## config.mk

```make
export PLATFORM = sky130hd
export DESIGN_NAME = bamse_irq_ctrl
export DESIGN_NICKNAME = d
export VERILOG_FILES = /design/src/rtl/bamse_irq_ctrl.sv
export SDC_FILE = /design/constraint.sdc
export NUM_CORES = 1
export LEC_CHECK = 0
export CAP_MARGIN = 30
export CORE_MARGIN = 2
export CORE_UTILIZATION = 58
export CTS_BUF_LIST = sky130_fd_sc_hd__clkbuf_2 sky130_fd_sc_hd__clkbuf_4 sky130_fd_sc_hd__clkbuf_8
export DETAILED_ROUTE_END_ITERATION = 8
export PLACE_DENSITY = 0.82
export SLEW_MARGIN = 10
export SYNTH_ARGS = -nofsm -noshare
export SYNTH_HDL_FRONTEND = slang
export SYNTH_SLANG_ARGS = --single-unit
```

## constraint.sdc

```tcl
create_clock -name clk -period 2.8 [get_ports clk]
set_input_delay 0.42 -clock clk [delete_from_list [all_inputs] [get_ports clk]]
set_output_delay 0.42 -clock clk [all_outputs]
set_load 0.05 [all_outputs]
```

## src/rtl/bamse_irq_ctrl.sv

```systemverilog
// Interrupt front-end for the bamse PicoBlaze3 subsystem: button sync/debounce,
// rising-edge pending latch, software mask, and a held level interrupt.
module bamse_irq_ctrl #(
    parameter int          N_SRC           = 3,
    parameter int          DEBOUNCE_CYCLES = 32000,
    parameter logic [7:0]  BASE_ADDR       = 8'hE0
) (
    input  logic             clk,
    input  logic             rst,
    input  logic [N_SRC-1:0] btn_in,
    input  logic [7:0]       port_id,
    input  logic             write_strobe,
    input  logic             read_strobe,
    input  logic [7:0]       out_port,
    output logic [7:0]       in_port,
    output logic             interrupt,
    input  logic             interrupt_ack,
    output logic [N_SRC-1:0] btn_level
);

    localparam int             CW        = $clog2(DEBOUNCE_CYCLES);
    localparam logic [CW-1:0]  CNT_MAX   = CW'(DEBOUNCE_CYCLES - 1);
    localparam logic [7:0]     ADDR_PEND = BASE_ADDR;
    localparam logic [7:0]     ADDR_MASK = BASE_ADDR + 8'd1;
    localparam logic [7:0]     ADDR_LVL  = BASE_ADDR + 8'd2;

    typedef enum logic [1:0] {
        ST_IDLE = 2'd0,
        ST_REQ  = 2'd1,
        ST_SERV = 2'd2
    } state_t;

    logic [N_SRC-1:0] sync1_r, sync2_r;
    logic [N_SRC-1:0] level_s, level_d_r, rise_s;
    logic [N_SRC-1:0] pend_r, mask_r, clr_s;
    logic             wr_pend_s, wr_mask_s, req_s;
    logic [7:0]       in_port_r;
    logic             interrupt_r;
    state_t           state_r, state_nx_s;
    logic             unused_s;

    // Reads have no side effects and only the low N_SRC data bits are stored.
    assign unused_s = ^{read_strobe, out_port};

    // Two-stage synchroniser for the asynchronous button inputs.
    always_ff @(posedge clk or posedge rst) begin
        if (rst) begin
            sync1_r <= '0;
            sync2_r <= '0;
        end else begin
            sync1_r <= btn_in;
            sync2_r <= sync1_r;
        end
    end

    for (genvar i = 0; i < N_SRC; i++) begin : g_deb
        logic [CW-1:0] cnt_r;
        logic          lvl_r;

        // A new level is accepted only after it has differed for DEBOUNCE_CYCLES samples.
        always_ff @(posedge clk or posedge rst) begin
            if (rst) begin
                cnt_r <= '0;
                lvl_r <= 1'b0;
            end else if (sync2_r[i] == lvl_r) begin
                cnt_r <= '0;
            end else if (cnt_r == CNT_MAX) begin
                cnt_r <= '0;
                lvl_r <= sync2_r[i];
            end else begin
                cnt_r <= cnt_r + CW'(1);
            end
        end

        assign level_s[i] = lvl_r;
    end

    assign rise_s    = level_s & ~level_d_r;
    assign wr_pend_s = write_strobe && (port_id == ADDR_PEND);
    assign wr_mask_s = write_strobe && (port_id == ADDR_MASK);
    assign clr_s     = wr_pend_s ? out_port[N_SRC-1:0] : {N_SRC{1'b0}};
    assign req_s     = |(pend_r & mask_r);

    // Pending (write-1-to-clear, new edges win) and mask registers.
    always_ff @(posedge clk or posedge rst) begin
        if (rst) begin
            level_d_r <= '0;
            pend_r    <= '0;
            mask_r    <= '1;
        end else begin
            level_d_r <= level_s;
            pend_r    <= (pend_r & ~clr_s) | rise_s;
            if (wr_mask_s) begin
                mask_r <= out_port[N_SRC-1:0];
            end else begin
                mask_r <= mask_r;
            end
        end
    end

    // Registered read mux for the mapped port addresses.
    always_ff @(posedge clk or posedge rst) begin
        if (rst) begin
            in_port_r <= 8'h00;
        end else begin
            case (port_id)
                ADDR_PEND: in_port_r <= 8'(pend_r);
                ADDR_MASK: in_port_r <= 8'(mask_r);
                ADDR_LVL:  in_port_r <= 8'(level_s);
                default:   in_port_r <= 8'h00;
            endcase
        end
    end

    // Interrupt state register; the output is registered from the next state.
    always_ff @(posedge clk or posedge rst) begin
        if (rst) begin
            state_r     <= ST_IDLE;
            interrupt_r <= 1'b0;
        end else begin
            state_r     <= state_nx_s;
            interrupt_r <= (state_nx_s == ST_REQ);
        end
    end

    // Next-state logic; an ack takes priority over a concurrent full mask-off.
    always_comb begin
        state_nx_s = state_r;
        case (state_r)
            ST_IDLE: begin
                if (req_s) state_nx_s = ST_REQ;
                else       state_nx_s = ST_IDLE;
            end
            ST_REQ: begin
                if (interrupt_ack) state_nx_s = ST_SERV;
                else if (!req_s)   state_nx_s = ST_IDLE;
                else               state_nx_s = ST_REQ;
            end
            ST_SERV: begin
                if (wr_pend_s) state_nx_s = ST_IDLE;
                else           state_nx_s = ST_SERV;
            end
            default: state_nx_s = ST_IDLE;
        endcase
    end

    assign in_port   = in_port_r;
    assign interrupt = interrupt_r;
    assign btn_level = level_s;

endmodule

```

==> metrics.md <==
| Metric | Value |
|---|---|
| Layout cell share with drive strength beyond 1 | a little under a tenth |
| Layout Nets | 350 |
| Detailed Place HPWL | approximately 3700 um |
| Post-cts resize count | 0 |
| Worst Setup Start Kind | register |
| Die Wd | a little under 80 um |
| Worst-Skew Late Latency | 0.34 ns |
| Layout area overhead | 14.3% |
| Worst path cell trace | clkdlybuf4s50_1 |
| Hold Buf Count CTS | 0 |
| Total Wirelength | approximately 5400 um |
| GP Congestion | approximately 0.84 |
| Area leader, netlist | dfrtp_1 |
| #FFs+latches synth | just under 70 |
| Setup Skew | about 0.006 ns |
| CORE AREA | approximately 5200 um2 |
| Count leader, synth | dfrtp_1 |
| Final min period | between 2 and 2.5 ns |
| Crit-path max cell delay | 0.86 ns |
| Number of hold violations in the final report | 0 |
| PnR worst setup slack | roughly 0.73 ns |
| Share of the synthesized area in the top cell type | a little over half |
| Hold Crit Class | reg -> reg |
| Syn Inst Count | ~300 |
| Critical path capture point type | primary output |
| Setup tns final | 0 ns |
| Least-Margin Pin Slew | ~0.55 ns |
| CTS H-tree lvls | 3 |
| DRC viols | 0 |
| Yosys warns | 0 |
| Leak | between 1 and 1.5 nW |
| Detail Route Antenna Nets | 0 |
| Slew Limit Fails | 0 |
| Area occupied by multi-input gates | between 1000 and 1500 um2 |
| Filler cells | 377 |
| Initial detailed-routing violation count | 132 |
| Mapped cell area | approximately 3100 um2 |
| DRT Pass-1 Iters | 5 |
| Synth top cells by count | dfrtp_1 (66), nor2_1 (55), xnor2_1 (30) |
| Tot GR Track Use | about a fifth |
| Slew HR | 63.5% |
| Synth area leaders | dfrtp_1 (53%), xnor2_1 (8.4%), nor2_1 (6.6%) |
| Overall power | ~1.9 mW |
| Distinct cell type count after synthesis | 38 |
| P per Cell Area | ~520 nW/um2 |
| CP bufs+invs | 1 |
| # diodes | 0 |
| CTS tree | yes |
| Antenna violations before repair | 0 |
| Slowest cell on the critical path | clkdlybuf4s50_1 |
| Pre-CTS setup slack | between 0.6 and 0.7 ns |
| IO Port Bufs | 24 |
| Rows | 26 |
| Design area | 3580 um2 |
| Min Hold Slack | about 0.35 ns |
| CP max FO | 6 |
| Cell family with most CP delay | buffers and inverters |
| Clock transition at path regs | roughly 0.070 ns |
| CTS Root Cell | clkbuf_8 |
| Crit path DAT | between 1.5 and 2 ns |
| Outcome | finished, final reports clean |
| First-pass GRT wire length | between 9000 and 10000 um |
| Number of max-cap violations | 0 |
| Post-place instance area | 3400 um2 |
| Syn_area_per_cell | ~11 um2 |
| Die H | about 77 um |
| Ys flop type | dfrtp_1 |
| Setup violators final | 0 |
| Seq/Total Area, Yosys | 55.3% |
| Detailed-route via count | between 2000 and 2500 |
| WP data required | roughly 2.4 ns |
| WL/cell | 13.6 um |
| CTS Buf Count | 9 |
| Clock tree buffer depth | 2 |
| RSZ-0062 raised after global routing | no |
| Largest net degree at the start of global routing | between 40 and 50 |
| Vias in the first global route | around 2200 |
| Number of synthesized flops with an enable pin | 0 |
| Fmax | ~0.48 GHz |
| Max IR drop VDD | 0.249 mV |
| Fin crit share | about three quarters |
| Seq. cell area | between 1500 and 2000 um2 |
| Worst Setup Path Type | reg -> out |
| Die ar. | around 6000 um2 |
| Overflow after GRT | 0 |
| I/O pins | 36 |
| Initial Utilization | slightly above 60% |
| Number of buffers added for setup after CTS | 0 |
| Vias per cell | about 5.5 |
| CTS Sinks | 69 |
| FFs w/ async S/R, synth | 100% |
[per-layer routing]
metal  wire [um]  track usage (%)  vias up
met5           0                0        -
met4         143             11.6        0
met2        2610             32.2       58
met3         223             3.37       12
met1        2420             25.3     1067
li1            -                -     1045
[through the flow]
stage | cells | utilization (%)
2_1_floorplan | 301 | -
3_3_place_gp | 382 | 65.7
3_5_place_dp | 382 | 65.7
4_1_cts | 398 | 69.2
5_1_grt | 398 | 69.2
6_report | 398 | 69.2
[final timing paths]
| path | start | to | slack, ns | depth (start not counted) |
|---|---|---|---|---|
| min in group asynchronous | rst | g_deb[2].cnt_r[12]$_DFF_PP0_ | 0.44 | 2 |
| max in group asynchronous | rst | mask_r[1]$_DFFE_PP1P_ | 1.69 | 3 |
| worst max-delay path | g_deb[2].lvl_r$_DFFE_PP0P_ | btn_level[2] | 0.73 | 1 |
| worst max register to register | g_deb[2].cnt_r[0]$_DFF_PP0_ | g_deb[2].cnt_r[10]$_DFF_PP0_ | 0.80 | 5 |
| worst min register to register | sync1_r[0]$_DFF_PP0_ | sync2_r[0]$_DFF_PP0_ | 0.35 | 0 |
| worst min-delay path | sync1_r[0]$_DFF_PP0_ | sync2_r[0]$_DFF_PP0_ | 0.35 | 0 |
[cell families after synthesis]
logic type               share of synthesized area (%)
AO/OA/AOI/OAI                                     2.16
buffers and inverters                             4.40
AND/OR/NAND/NOR                                   22.1
multiplexers                                      3.24
adder cells (fa/ha/maj)                           1.20
other                                            0.120
XOR/XNOR                                          11.5
flip-flops                                        55.3
[flip-flops by register name, summed over array words and instances, names as in the netlist]
register	flops
interrupt	1
sync2_r	3
state_r	2
mask_r	3
sync1_r	3
in_port	3
level_d_r	3
g_deb.cnt_r	45
g_deb.lvl_r	3
pend_r	3
[cells in the final DEF, fill, tap and decap left out, types with 2 or more instances in the layout]
cell type / count
xor2_1: 11
ha_1: 3
a21oi_1: 4
clkdlybuf4s50_1: 24
nor4_1: 9
nand3_1: 14
nor2_1: 55
nand2_1: 14
a22o_1: 3
mux2_2: 5
nor3b_1: 2
and3_1: 5
and4_1: 2
or3b_1: 2
conb_1: 5
nand4_1: 14
mux2i_1: 3
inv_1: 10
xnor2_1: 30
nor3_1: 10
dfrtp_1: 66
clkbuf_8: 11
clkinv_2: 3
dfstp_2: 3
nand2b_1: 2
nor2b_1: 3
[power by group]
group	total [mW]	leakage [nW]	switching (mW)	internal [mW]
Sequential	1.03	0.932	0.0155	1.02
Clock	0.738	0.0956	0.363	0.375
Combinational	0.103	0.458	0.0627	0.0401
[area by class of cell]
class / instances / area share, %
flip-flops and latches: 69 / 48.4
multi-input cells: 207 / 35.7
repair buffers: 25 / 7.28
clock buffers: 12 / 4.44
well taps: 70 / 2.45
inverters: 11 / 1.15
clock inverters: 4 / 0.630
No activity file was read; power rests on OpenSTA's default activity.
==> patch: new RTL, config.mk and constraints unchanged <==
Register the output `btn_level`, cleared by the reset; this adds one clock of latency there. The other outputs are not delayed to match.
--- a/src/rtl/bamse_irq_ctrl.sv
+++ b/src/rtl/bamse_irq_ctrl.sv
@@ -146,7 +146,13 @@
 
     assign in_port   = in_port_r;
     assign interrupt = interrupt_r;
-    assign btn_level = level_s;
+    always_ff @(posedge clk or posedge rst) begin
+        if (rst) begin
+            btn_level <= '0;
+        end else begin
+            btn_level <= level_s;
+        end
+    end
 
 endmodule
 
Formal check against the unedited RTL: no difference found for any inputs over 10 cycles, from zero or initial values and one cycle with rst high; that may be too few to reach the edited logic, so the function may still have changed.
==> patch against the unedited design <==
Setup slack improved by 0.035 ns. Register-to-register slack got worse by 0.04 ns. Power grew 1.4%. Sequential cell count is the same. Clock power increased by 3.4%. Non-clock buffer count is the same. Utilization grew 0.66 points. Die area fell by 0.68%. Synthesized area fell by 0.72%. Clock skew is 0.0025 ns higher. Wire length increased by 1.7%. Final area is 0.31% higher. Highest routed layer unchanged.
==> patch: results <==
{
  "status": "finished clean",
  "vdd_ir_drop_max_v": 0.000355,
  "grt_pass1_wl_um": 9800,
  "dp_hpwl_um": 3740,
  "synth-compound-area-share_pct": 2.17,
  "synth_adder_area_share_pct": 1.21,
  "worst_pin_slew_ns": 0.543,
  "grt_pass1_vias": 2204,
  "grt_start_max_net_pins": 58,
  "multi_input_area_share_pct": 35.6,
  "fin_nets": 350,
  "nonClkBufAreaFrac_pct": 7.25,
  "place_congestion": 0.832,
  "synthMuxAreaShare_pct": 3.26,
  "synthTopCellsByArea": "dfrtp_1, xnor2_1, nor2_1",
  "clock_skew_ns": 0.00859,
  "yosys-top-cells-count": "dfrtp_1, nor2_1, xnor2_1",
  "path_max_fanout": 15,
  "clkbuf_count": 15,
  "p_int_uw": 1480,
  "grtUsageTotal_pct": 21.3,
  "p_leak_uw": 0.00149,
  "fill_cells": 396,
  "synthXorXnorAreaFrac_pct": 11.6,
  "drtIter0Drc": 69,
  "p_clk_uw": 763,
  "arrival_ns": 2.24,
  "dr.pass1.iters": 5,
  "ys_seq_area_share_pct": 55.7,
  "min_path_type": "input pin to async pin",
  "power_density_nw_per_um2": 529,
  "viasPerCell": 5.40,
  "post_cts_buffers": 0,
  "routed_wl_um": 5490,
  "post_synth_num_cell_types": 38,
  "sh_seq_area_pct": 48.2,
  "clkCellAreaFrac_pct": 5.37
}
patch: cell types whose count changed after synthesis:
cell | before | now
buf_4 | 9 | 6
patch: per-layer routing:
layer	up-vias	global-route usage (%)	part of all wire (%)
met5	-	0	0
met3	8	8.35	4.9
met4	0	8.57	1.5
met2	40	35.0	49
li1	1049	-	-
met1	1051	25.0	45
patch: through the flow:
step	cell area (µm²)	utilization, %	worst slack (ns)	cells
4_1_cts	3590	69.8	0.741	398
6_report	3590	69.8	0.762	398
5_1_grt	3590	69.8	0.532	398
3_3_place_gp	3400	66.1	0.709	382
3_5_place_dp	3400	66.1	0.682	382
2_1_floorplan	3120	-	0.645	298
patch: logic make-up after synthesis:
kind of cell,after synthesis
xor gates and xnor gates,41
other,1
and+or+nand+nor,139
adders and majority gates,3
AOI/OAI and AO/OA,10
buffers and inverters,22
muxes,9
DFF,69
patch: worst max-delay path, stage by stage, from the launching register on:
cell and delay, ns:
dfrtp_1 0.39, ha_1 0.26, nand3_1 0.21, nor4_1 0.42, nand2b_1 0.51, nor2_1 0.11
patch: worst paths after layout:
kind	endpoint	from	slack (ns)	depth (start not counted)
min in group clk	sync2_r[0]$_DFF_PP0_	sync1_r[0]$_DFF_PP0_	0.35	0
hold / removal	g_deb[0].cnt_r[7]$_DFF_PP0_	rst	0.34	2
setup / recovery	g_deb[2].cnt_r[11]$_DFF_PP0_	g_deb[2].cnt_r[0]$_DFF_PP0_	0.76	5
hold reg to reg	sync2_r[0]$_DFF_PP0_	sync1_r[0]$_DFF_PP0_	0.35	0
max in group asynchronous	mask_r[1]$_DFFE_PP1P_	rst	1.83	3
setup reg to reg	g_deb[2].cnt_r[11]$_DFF_PP0_	g_deb[2].cnt_r[0]$_DFF_PP0_	0.76	5
